--- config.mk ---
export PLATFORM = sky130hd
export DESIGN_NAME = pss_timing_tracker
export DESIGN_NICKNAME = d
export VERILOG_FILES = /design/src/rtl/pss_timing_tracker.sv
export SDC_FILE = /design/constraint.sdc
export NUM_CORES = 1
export LEC_CHECK = 0
export BUFFER_PORTS_ARGS = -buffer_cell sky130_fd_sc_hd__buf_2
export CORE_MARGIN = 2
export CORE_UTILIZATION = 53
export DETAILED_ROUTE_END_ITERATION = 6
export GPL_TIMING_DRIVEN = 0
export MAX_ROUTING_LAYER = met4
export PLACE_DENSITY = 0.68
export SKIP_LAST_GASP = 1
export SLEW_MARGIN = 40
export SYNTH_ARGS = -nofsm -noshare
export SYNTH_HDL_FRONTEND = slang
export SYNTH_SLANG_ARGS = --single-unit
--- constraint.sdc ---
create_clock -name clk_i -period 5.1 [get_ports clk_i]
set_input_delay 1.02 -clock clk_i [delete_from_list [all_inputs] [get_ports clk_i]]
set_output_delay 1.02 -clock clk_i [all_outputs]
set_load 0.05 [all_outputs]
--- src/rtl/pss_timing_tracker.sv ---
// PSS timing tracker: acquires the PSS peak period from the peak-detector flag,
// confirms it over several periods, then predicts SSB starts and reports peak timing offsets.
module pss_timing_tracker #(
    parameter int PERIOD_LEN = 38400,
    parameter int TOLERANCE  = 4,
    parameter int LOCK_COUNT = 3,
    parameter int MISS_LIMIT = 2,
    parameter int OFFSET_DW  = 8
) (
    input  logic                 clk_i,
    input  logic                 reset_i,
    input  logic                 s_axis_in_tvalid,
    input  logic                 peak_detected_i,
    input  logic                 enable_i,
    output logic                 locked_o,
    output logic                 ssb_start_o,
    output logic [OFFSET_DW-1:0] timing_offset_o,
    output logic                 offset_valid_o,
    output logic [1:0]           state_o
);

    localparam int CNT_W  = $clog2(PERIOD_LEN + TOLERANCE + 1);
    localparam int HIT_W  = $clog2(LOCK_COUNT + 1);
    localparam int MISS_W = $clog2(MISS_LIMIT + 1);

    localparam logic [CNT_W-1:0] WIN_LO   = CNT_W'(PERIOD_LEN - TOLERANCE);
    localparam logic [CNT_W-1:0] WIN_HI   = CNT_W'(PERIOD_LEN + TOLERANCE);
    localparam logic [CNT_W-1:0] PRED_CNT = CNT_W'(PERIOD_LEN);
    localparam logic [CNT_W-1:0] FREE_RUN = CNT_W'(TOLERANCE + 1);
    localparam logic [CNT_W-1:0] CNT_ONE  = CNT_W'(1);

    if (TOLERANCE >= PERIOD_LEN / 2) begin : g_bad_tolerance
        $error("TOLERANCE must be less than PERIOD_LEN/2");
    end
    if (OFFSET_DW < $clog2(TOLERANCE + 1) + 1) begin : g_bad_offset_dw
        $error("OFFSET_DW too narrow for +/-TOLERANCE");
    end
    if (LOCK_COUNT < 1 || MISS_LIMIT < 1) begin : g_bad_counts
        $error("LOCK_COUNT and MISS_LIMIT must be at least 1");
    end

    typedef enum logic [1:0] {
        SEARCH = 2'd0,
        VERIFY = 2'd1,
        LOCKED = 2'd2
    } state_t;

    state_t             state_reg;
    logic [CNT_W-1:0]   cnt_reg;
    logic [HIT_W-1:0]   hits_reg;
    logic [MISS_W-1:0]  misses_reg;

    logic               in_window;
    logic               at_close;
    logic               at_pred;
    logic [HIT_W-1:0]   hits_inc;
    logic [MISS_W-1:0]  misses_inc;
    logic [CNT_W-1:0]   cnt_inc;
    logic [OFFSET_DW-1:0] offset_next;

    assign in_window   = (cnt_reg >= WIN_LO) && (cnt_reg <= WIN_HI);
    assign at_close    = (cnt_reg == WIN_HI);
    assign at_pred     = (cnt_reg == PRED_CNT);
    assign hits_inc    = hits_reg + HIT_W'(1);
    assign misses_inc  = misses_reg + MISS_W'(1);
    assign cnt_inc     = cnt_reg + CNT_ONE;
    // Only evaluated inside the window, so the difference always fits OFFSET_DW.
    assign offset_next = OFFSET_DW'(int'(cnt_reg) - PERIOD_LEN);
    assign state_o     = state_reg;

    always_ff @(posedge clk_i) begin
        if (reset_i || !enable_i) begin
            state_reg       <= SEARCH;
            cnt_reg         <= '0;
            hits_reg        <= '0;
            misses_reg      <= '0;
            locked_o        <= 1'b0;
            ssb_start_o     <= 1'b0;
            offset_valid_o  <= 1'b0;
            timing_offset_o <= '0;
        end else begin
            ssb_start_o    <= 1'b0;
            offset_valid_o <= 1'b0;
            if (s_axis_in_tvalid) begin
                case (state_reg)
                    SEARCH: begin
                        if (peak_detected_i) begin
                            cnt_reg  <= CNT_ONE;
                            hits_reg <= HIT_W'(1);
                            if (LOCK_COUNT == 1) begin
                                state_reg  <= LOCKED;
                                locked_o   <= 1'b1;
                                misses_reg <= '0;
                            end else begin
                                state_reg <= VERIFY;
                            end
                        end
                    end
                    VERIFY: begin
                        if (peak_detected_i && in_window) begin
                            cnt_reg  <= CNT_ONE;
                            hits_reg <= hits_inc;
                            if (hits_inc == HIT_W'(LOCK_COUNT)) begin
                                state_reg  <= LOCKED;
                                locked_o   <= 1'b1;
                                misses_reg <= '0;
                            end
                        end else if (at_close) begin
                            state_reg <= SEARCH;
                            cnt_reg   <= '0;
                            hits_reg  <= '0;
                        end else begin
                            cnt_reg <= cnt_inc;
                        end
                    end
                    LOCKED: begin
                        if (at_pred) begin
                            ssb_start_o <= 1'b1;
                        end
                        if (peak_detected_i && in_window) begin
                            cnt_reg         <= CNT_ONE;
                            misses_reg      <= '0;
                            timing_offset_o <= offset_next;
                            offset_valid_o  <= 1'b1;
                        end else if (at_close) begin
                            if (misses_inc == MISS_W'(MISS_LIMIT)) begin
                                state_reg  <= SEARCH;
                                locked_o   <= 1'b0;
                                cnt_reg    <= '0;
                                hits_reg   <= '0;
                                misses_reg <= '0;
                            end else begin
                                // Keep predicting as if the missed peak had landed on time.
                                misses_reg <= misses_inc;
                                cnt_reg    <= FREE_RUN;
                            end
                        end else begin
                            cnt_reg <= cnt_inc;
                        end
                    end
                    default: begin
                        state_reg <= SEARCH;
                        locked_o  <= 1'b0;
                        cnt_reg   <= '0;
                        hits_reg  <= '0;
                        misses_reg <= '0;
                    end
                endcase
            end
        end
    end

endmodule

# After elaboration in Yosys (flattened, before gate mapping)
# Index checks and enable logic that the tools add are counted.
[totals]
ff_bits = 33
inputBits = 5
out_inout_bits = 13
wordCells = 75
[classes]
n_addsub = 4
n_lt_le_gt_ge = 2
n_eq_ne = 15
mux = 31
bitwise_logic = 3
reduce_logical = 12
[ops]
columns = ["operator", "n"]
rows = [
  ["$mux W16", 5],
  ["$pmux W16 S3", 1],
  ["$eq A16 B16 Y1 const B", 2],
  ["$mux W2", 13],
  ["$pmux W2 S3", 3],
  ["$add A16 B1 Y16 const B", 1],
  ["$ge A16 B16 Y1 const B", 1],
  ["$le A16 B16 Y1 const B", 1],
  ["$reduce_and A7 Y1", 2],
  ["$ne A2 B2 Y1 const B", 6],
  ["$ne A3 B3 Y1 const B", 3],
  ["$sub A8 B1 Y8 const B", 1],
  ["$mux W1", 7],
  ["$eq A2 B2 Y1 const B", 3],
  ["$reduce_and A6 Y1", 1],
  ["$reduce_and A5 Y1", 1],
  ["$add A2 B1 Y2 const B", 2],
  ["$mux W3", 1],
  ["$not A1 Y1", 3],
  ["$pmux W1 S3", 1],
  ["$reduce_and A3 Y1", 1],
  ["$reduce_or A3 Y1", 1],
  ["$eq A2 B1 Y1 const B", 1],
  ["$logic_and A1 B1 Y1", 2],
  ["other kinds (4)", 4],
]

# Depth between registers and ports, before layout
# Gate-level depths: netlist (run 1).
[depth]
ltp_word = 6
ltp_mapped = 9

# Worst setup path after synthesis (run 1)
# No wires, ideal clock.
[synth_timing]
path_type = "register to register"
from = "reg cnt_reg[4]"
to = "reg state_reg[0], in the netlist state_o[0]"
setup_ns = 0.059
arrival_ns = 2.542
slack_ns = 2.499
path_stages_with_launch = 9
synth_period_minus_slack_ns = 2.601
cell_sequence = "dfxtp_1 -> buf_6 -> or4_4 -> or4b_4 -> a21o_1 -> buf_6 -> mux2_4 -> a2111oi_2 -> a31o_1"
[synth_via]
elab_chain_len = 5
word_cells_on_any_way = 12
cone_classes = "order compare (2); eq/ne (5); mux (2); reduce/logical (3)"
[synth_lines]
columns = ["element", "line", "text"]
rows = [
  ["start, declared", "49", "logic [CNT_W-1:0] cnt_reg;"],
  ["start signal, assigned", "113", "cnt_reg <= cnt_inc;"],
  ["start signal, assigned", "138", "cnt_reg <= cnt_inc;"],
  ["$ge A16 B16 Y1 or $le A16 B16 Y1 (tied branches)", "61", "assign in_window = (cnt_reg >= WIN_LO) && (cnt_reg <= WIN_HI);"],
  ["$logic_and A1 B1 Y1", "61", ""],
  ["$logic_and A1 B1 Y1", "100, 120", ""],
  ["$ne A3 B3 Y1 (no source line) (tied with other cells)", "--", ""],
  ["$reduce_and A7 Y1 (no source line) or $pmux W2 S3 (tied branches)", "--", ""],
  ["end signal, assigned", "104", "state_reg <= LOCKED;"],
  ["end signal, assigned", "109", "state_reg <= SEARCH;"],
  ["end signal, assigned", "127", "state_reg <= SEARCH;"],
  ["end, declared", "48", "state_t state_reg;"],
]
# Parallel ways exist; a longest one is shown, timed or not.
# A chain may end at the register's enable or synchronous reset.

# Worst setup path after layout (run 1)
[layout_timing]
from = "reg cnt_reg[4]"
to = "reg cnt_reg[3]"
[layout_via]
elab_chain_len = 5
word_cells_on_any_way = 10
cone_classes = "order compare (2); eq/ne (1); mux (5); reduce/logical (2)"
[layout_lines]
columns = ["element", "line", "text"]
rows = [
  ["$ge A16 B16 Y1 or $le A16 B16 Y1 (tied branches)", "61", ""],
  ["$logic_and A1 B1 Y1", "61", ""],
  ["$logic_and A1 B1 Y1", "100, 120", ""],
  ["$mux W16, on equally long branches", "120, 100", ""],
  ["$pmux W16 S3 (*)", "85", "case (state_reg)"],
]
# Mark *: on every way between the ends. The rest lies on a longest branch, timed or not.

==> results of run 1 <==
synth_stat cells (4+ instances only):
| cell | instances |
|---|---|
| nand4_1 | 10 |
| nand3_1 | 11 |
| a311oi_1 | 4 |
| inv_1 | 4 |
| nand2_1 | 30 |
| clkbuf_1 | 7 |
| dfxtp_1 | 33 |
| o21ai_0 | 13 |
| mux2i_1 | 4 |
| nand2b_1 | 5 |
| nor3_1 | 11 |
| nor4_1 | 5 |
| nor2_1 | 19 |
| a21oi_1 | 17 |
worst paths after layout:
kind            startpoint  cells past startpoint  slack, ns             to
min reg2reg  misses_reg[1]                      2       0.44  misses_reg[1]
max             cnt_reg[4]                      8       2.20     cnt_reg[3]
min          misses_reg[1]                      2       0.44  misses_reg[1]
max reg2reg     cnt_reg[4]                      8       2.20     cnt_reg[3]
metrics by stage:
step           util, %  setup slack (ns)  total power, mW
6_report          61.8              2.20            0.561
5_1_grt           61.8              2.04            0.581
4_1_cts           61.8              2.21            0.565
3_5_place_dp      58.6              2.20            0.307
3_3_place_gp      58.6              2.20            0.307
2_1_floorplan        -              2.50            0.295
logic make-up after synthesis:
| group | Yosys count |
|---|---|
| compound gates | 62 |
| fa+ha+maj | 3 |
| buf+inv | 20 |
| flops | 33 |
| mux | 5 |
| simple gates | 124 |
per-layer routing:
| layer | part of all wire (%) | wire length (um) | track usage, % |
|---|---|---|---|
| met2 | 46 | 2320 | 41.8 |
| met3 | 3.4 | 168 | 4.51 |
| met5 | 0 | 0 | - |
| met4 | 1.9 | 96 | 10.9 |
| met1 | 48 | 2420 | 33.9 |
critical path, delay by kind of cell (launching register included):
family,cells,cell delay [ns]
buffers and inverters,2,0.40
AOI/OAI and AO/OA,3,0.79
DFF,1,0.31
and+or+nand+nor,3,1.27
power by group:
group	internal [mW]	switching [mW]	total, mW
Combinational	0.0128	0.0286	0.0413
Sequential	0.259	0.00202	0.261
Clock	0.159	0.0994	0.259
cell type report:
class                           instances  area, um2
Timing Repair Buffer                   16       80.1
Inverter                                4       15.0
Clock buffer                            7       86.3
Buffer                                 16        101
Clock inverter                          1       30.0
Fill cell                             359       1380
Sequential cell                        33        661
Multi-Input combinational cell        194       1190
Tap cell                               48       60.1
==> impl_metrics.json, run 1 <==
{
  "outcome": "finished clean",
  "slew_headroom_pct": 45.2,
  "path_max_fanout": 10,
  "dpl.cell_count": 311,
  "cts.sink_count": 33,
  "p_leak_nw": 0.791,
  "ys.warnings.count": 0,
  "rows": 22,
  "nNetsFinal": 278,
  "synthArstFlopShare_pct": 0,
  "gr-usage-all-layers_pct": 26.6,
  "synthMuxAreaShare_pct": 2.79,
  "largest_register_ffs": 16,
  "drv_slew": 0,
  "hold_slack_ns": 0.443,
  "io_buffers": 16,
  "via_count": 1943,
  "slowest_delay_ns": 0.57,
  "criticalPathCategory": "reg -> reg",
  "diodes": 0,
  "min-delay-path-class": "reg -> reg",
  "overflow": 0,
  "synthAdderAreaFrac_pct": 1.90,
  "synth-seq-area-share_pct": 33.5,
  "wl_um": 5010,
  "initialDrtViolationCount": 152,
  "syn-mean-instance-area_um2": 7.98,
  "ys_types": 58,
  "netlist_area_um2": 1970,
  "grt_pass1_wl_um": 8450,
  "tightest_slew_ns": 0.816,
  "period_needed_ns": 2.90,
  "synth_area_leaders": "dfxtp_1 34%, nand2_1 5.7%, a21oi_1 4.3%",
  "cts_resized": 0,
  "core_area_um2": 3610,
  "cap_violations": 0,
  "synth_cells": 247,
  "yosysTopAreaCellShare_pct": 33.5,
  "area_growth_pct": 13.0,
  "cts_buffers": 5,
  "yosys.area.top_type": "dfxtp_1",
  "vias_per_cell": 6.09,
  "synth_simple_gate_area_share_pct": 34.6,
  "die-width_um": 65.0,
  "design.die.area_um2": 4220,
  "grt_antenna_before_repair": 0,
  "setup_tns_ns": 0,
  "clk_latency_ns": 0.29,
  "max-vdd-ir-drop_mv": 0.157,
  "fin_skew_ns": 0.00956,
  "gp_congestion": 0.908,
  "synth_xor_area_share_pct": 0,
  "final_common_cell": "dfxtp_1",
  "wl_per_cell_um": 15.7,
  "crit_slowest_cell": "or4b_4",
  "ys_ff_latch": 33,
  "drive_gt1_share_pct": 18.1,
  "p_per_area_nw_per_um2": 252,
  "setup_viol": 0,
  "critical_path.startpoint_type": "register",
  "dpl_cell_area_um2": 2110,
  "h-tree-depth": 2,
  "mostFrequentLayoutCells": "33 x dfxtp_1, 30 x nand2_1, 19 x buf_2, 19 x nor2_1, 17 x a21oi_1",
  "dp_hpwl_um": 3520,
  "die_h_um": 65.0,
  "cts_hold_buf": 0,
  "grt_start_max_net_pins": 11,
  "cts_tree": "built",
  "drcViolationCount": 0,
  "synth_compound_area_share_pct": 21.3,
  "drt_pass1_iterations": 4,
  "cp_data_required_time_ns": 5.25,
  "synth_edf_count": 0,
  "cp.arrival_ns": 3.05,
  "final_hold_viol_count": 0,
  "initial_core_util_pct": 54.7,
  "worstPathCellList": "buf_6, or4_4, or4b_4, a21oi_2, nor4_1, clkbuf_1, a41oi_1, a311oi_1",
  "post-route-period-util_pct": 56.9,
  "rsz0062_at_grt": "no",
  "cp-end-kind": "register",
  "pin_count": 18,
  "ctsRootBufferMaster": "clkbuf_8",
  "path_clk_slew_ns": 0.07,
  "grt_pass1_vias": 1733,
  "synth_top_family_by_area": "simple AND/OR/NAND/NOR gates",
  "synth_nets": 255,
  "postLayoutCellArea_um2": 2230,
  "clock.fmax_ghz": 0.345,
  "postCtsSetupBuffers": 0,
  "fin_cells": 319,
  "yosys_most_used_dff": "dfxtp_1",
  "clock_path_buffers": 2,
  "antenna_left": 0
}
Power figures use the tool's default switching activity.
==> run 2, diff against run 1 <==
Settings changed: PLACE_DENSITY 0.68 to 0.71.
Clock period 5.1 ns to 2.5 ns, I/O delays scaled along.
==> run 2 against run 1 <==
Compared with the run above: hold slack worse by 0.0079 ns; largest power group unchanged; die area unchanged; count of clock-buffer cells in the layout down 2; wire length up 3.8%; critical path type unchanged; first-iteration DRC count up 36%; combinational power up 120%; sequential power up 100%; register-to-register slack worse by 2.2 ns; critical path depth down 2.
==> impl_metrics.json, run 2 (synthesis results as in run 1) <==
{
  "outcome": "finished clean",
  "initialDrtViolationCount": 207,
  "wl_per_cell_um": 15.8,
  "critical_path.startpoint_type": "register",
  "cts.sink_count": 33,
  "diodes": 0,
  "cp_data_required_time_ns": 2.73,
  "rows": 22,
  "cts_hold_buf": 0,
  "via_count": 2016,
  "overflow": 0,
  "io_buffers": 16,
  "path_max_fanout": 4,
  "criticalPathCategory": "reg -> reg",
  "grt_pass1_wl_um": 8760,
  "worstSetupStartpoint": "cnt_reg[7]",
  "mostFrequentLayoutCells": "30 x nand2_1, 28 x dfxtp_1, 19 x buf_2, 19 x nor2_1, 17 x a21oi_1",
  "slew_headroom_pct": 65.0,
  "post-route-period-util_pct": 98.3,
  "cp.arrival_ns": 2.69,
  "crit_slowest_cell": "or4_4",
  "crit_family": "simple AND/OR/NAND/NOR gates",
  "h-tree-depth": 2,
  "grt_pass1_vias": 1838,
  "final_hold_viol_count": 0,
  "drive_gt1_share_pct": 26.3,
  "clk_latency_ns": 0.29,
  "final_core_util_pct": 65.6,
  "gr-usage-all-layers_pct": 27.2,
  "core_area_um2": 3610,
  "tightest_slew_ns": 0.525,
  "drcViolationCount": 0,
  "nNetsFinal": 288,
  "cts_buffers": 5,
  "final_common_cell": "nand2_1",
  "largest_register_ffs": 16,
  "area_growth_pct": 20.0,
  "worstHoldStart": "misses_reg[1]",
  "p_per_area_nw_per_um2": 432,
  "slowest_delay_ns": 0.54,
  "gp_congestion": 0.872,
  "wl_um": 5200,
  "fin_skew_ns": 0.00468,
  "vias_per_cell": 6.13,
  "crit_buf_inv": 0,
  "max-vdd-ir-drop_mv": 0.551,
  "grt_antenna_before_repair": 0,
  "rsz0062_at_grt": "yes",
  "p_leak_nw": 0.840,
  "cp-end-kind": "register",
  "r2r_start": "cnt_reg[7]",
  "initial_core_util_pct": 54.7,
  "cap_violations": 0,
  "period_needed_ns": 2.46,
  "cts_tree": "built",
  "die_h_um": 65.0,
  "hold_slack_ns": 0.435,
  "drv_slew": 0,
  "die-width_um": 65.0,
  "design.die.area_um2": 4220,
  "antenna_left": 0,
  "min-delay-path-class": "reg -> reg",
  "ctsRootBufferMaster": "clkbuf_8",
  "clock.fmax_ghz": 0.407,
  "setup_viol": 0,
  "clock_path_buffers": 2,
  "place_ws_ns": -0.342,
  "grt_start_max_net_pins": 12,
  "dp_hpwl_um": 3500,
  "path_clk_slew_ns": 0.07,
  "drt_pass1_iterations": 4,
  "finalWorstSetupSlack_ns": 0.0415,
  "total_power_mw": 1.02,
  "worstPathCellList": "or4_4, or4b_4, a21o_4, mux2_4, a2111oi_4, a31o_1",
  "pin_count": 18
}
==> run 2: through the flow <==
stage	TNS (ns)	area (um2)	cells
after floorplan	0	1980	247
after global placement	-4.83	2120	311
after detailed placement	-5.14	2120	311
after CTS	-0.0213	2310	327
after global routing	-0.0885	2370	329
final	0	2370	329
==> run 2: tightest hold or removal path, delay by kind of cell (launching register included) <==
kind | cells | cell delay (ns)
AOI/OAI and AO/OA | 1 | 0.03
DFF | 1 | 0.31
and+or+nand+nor | 1 | 0.05
==> run 2: area by class of cell <==
cell class | instances | area [um2]
multi-input cells | 194 | 1260
fillers | 341 | 1240
flip-flops and latches | 33 | 672
repair buffers | 27 | 175
plain buffers | 15 | 93.8
clock buffers | 5 | 68.8
well taps | 48 | 60.1
clock inverters | 3 | 17.5
inverters | 4 | 15.0
==> run 2: routing by layer <==
layer | global-route usage, % | part of all wire, % | vias to the layer above | wire length (um)
met5 | - | 0 | - | 0
met4 | 8.51 | 1.8 | 0 | 91
met3 | 4.86 | 5.0 | 11 | 258
met2 | 42.5 | 47 | 50 | 2470
met1 | 35.8 | 46 | 957 | 2380
li1 | - | - | 998 | -
==> run 2: what timing repair did <==
item                       4_1_cts  5_1_grt
setup endpoints to repair       26       31
pin swaps                        3        5
buffers inserted                 8        3
gates resized for setup          8       13
==> run 2: where the power goes <==
part           switching, mW  internal (mW)  total [mW]
sequential           0.00384          0.526       0.530
combinational         0.0618         0.0292      0.0911
clock                  0.208          0.192       0.400
total                  0.273          0.748        1.02
==> run 2: worst paths after layout <==
kind / endpoint / slack (ns) / cells past startpoint
min: misses_reg[1] / 0.43 / 2
max: state_o[0] / 0.04 / 6
min reg2reg: misses_reg[1] / 0.43 / 2
max reg2reg: state_o[0] / 0.04 / 6
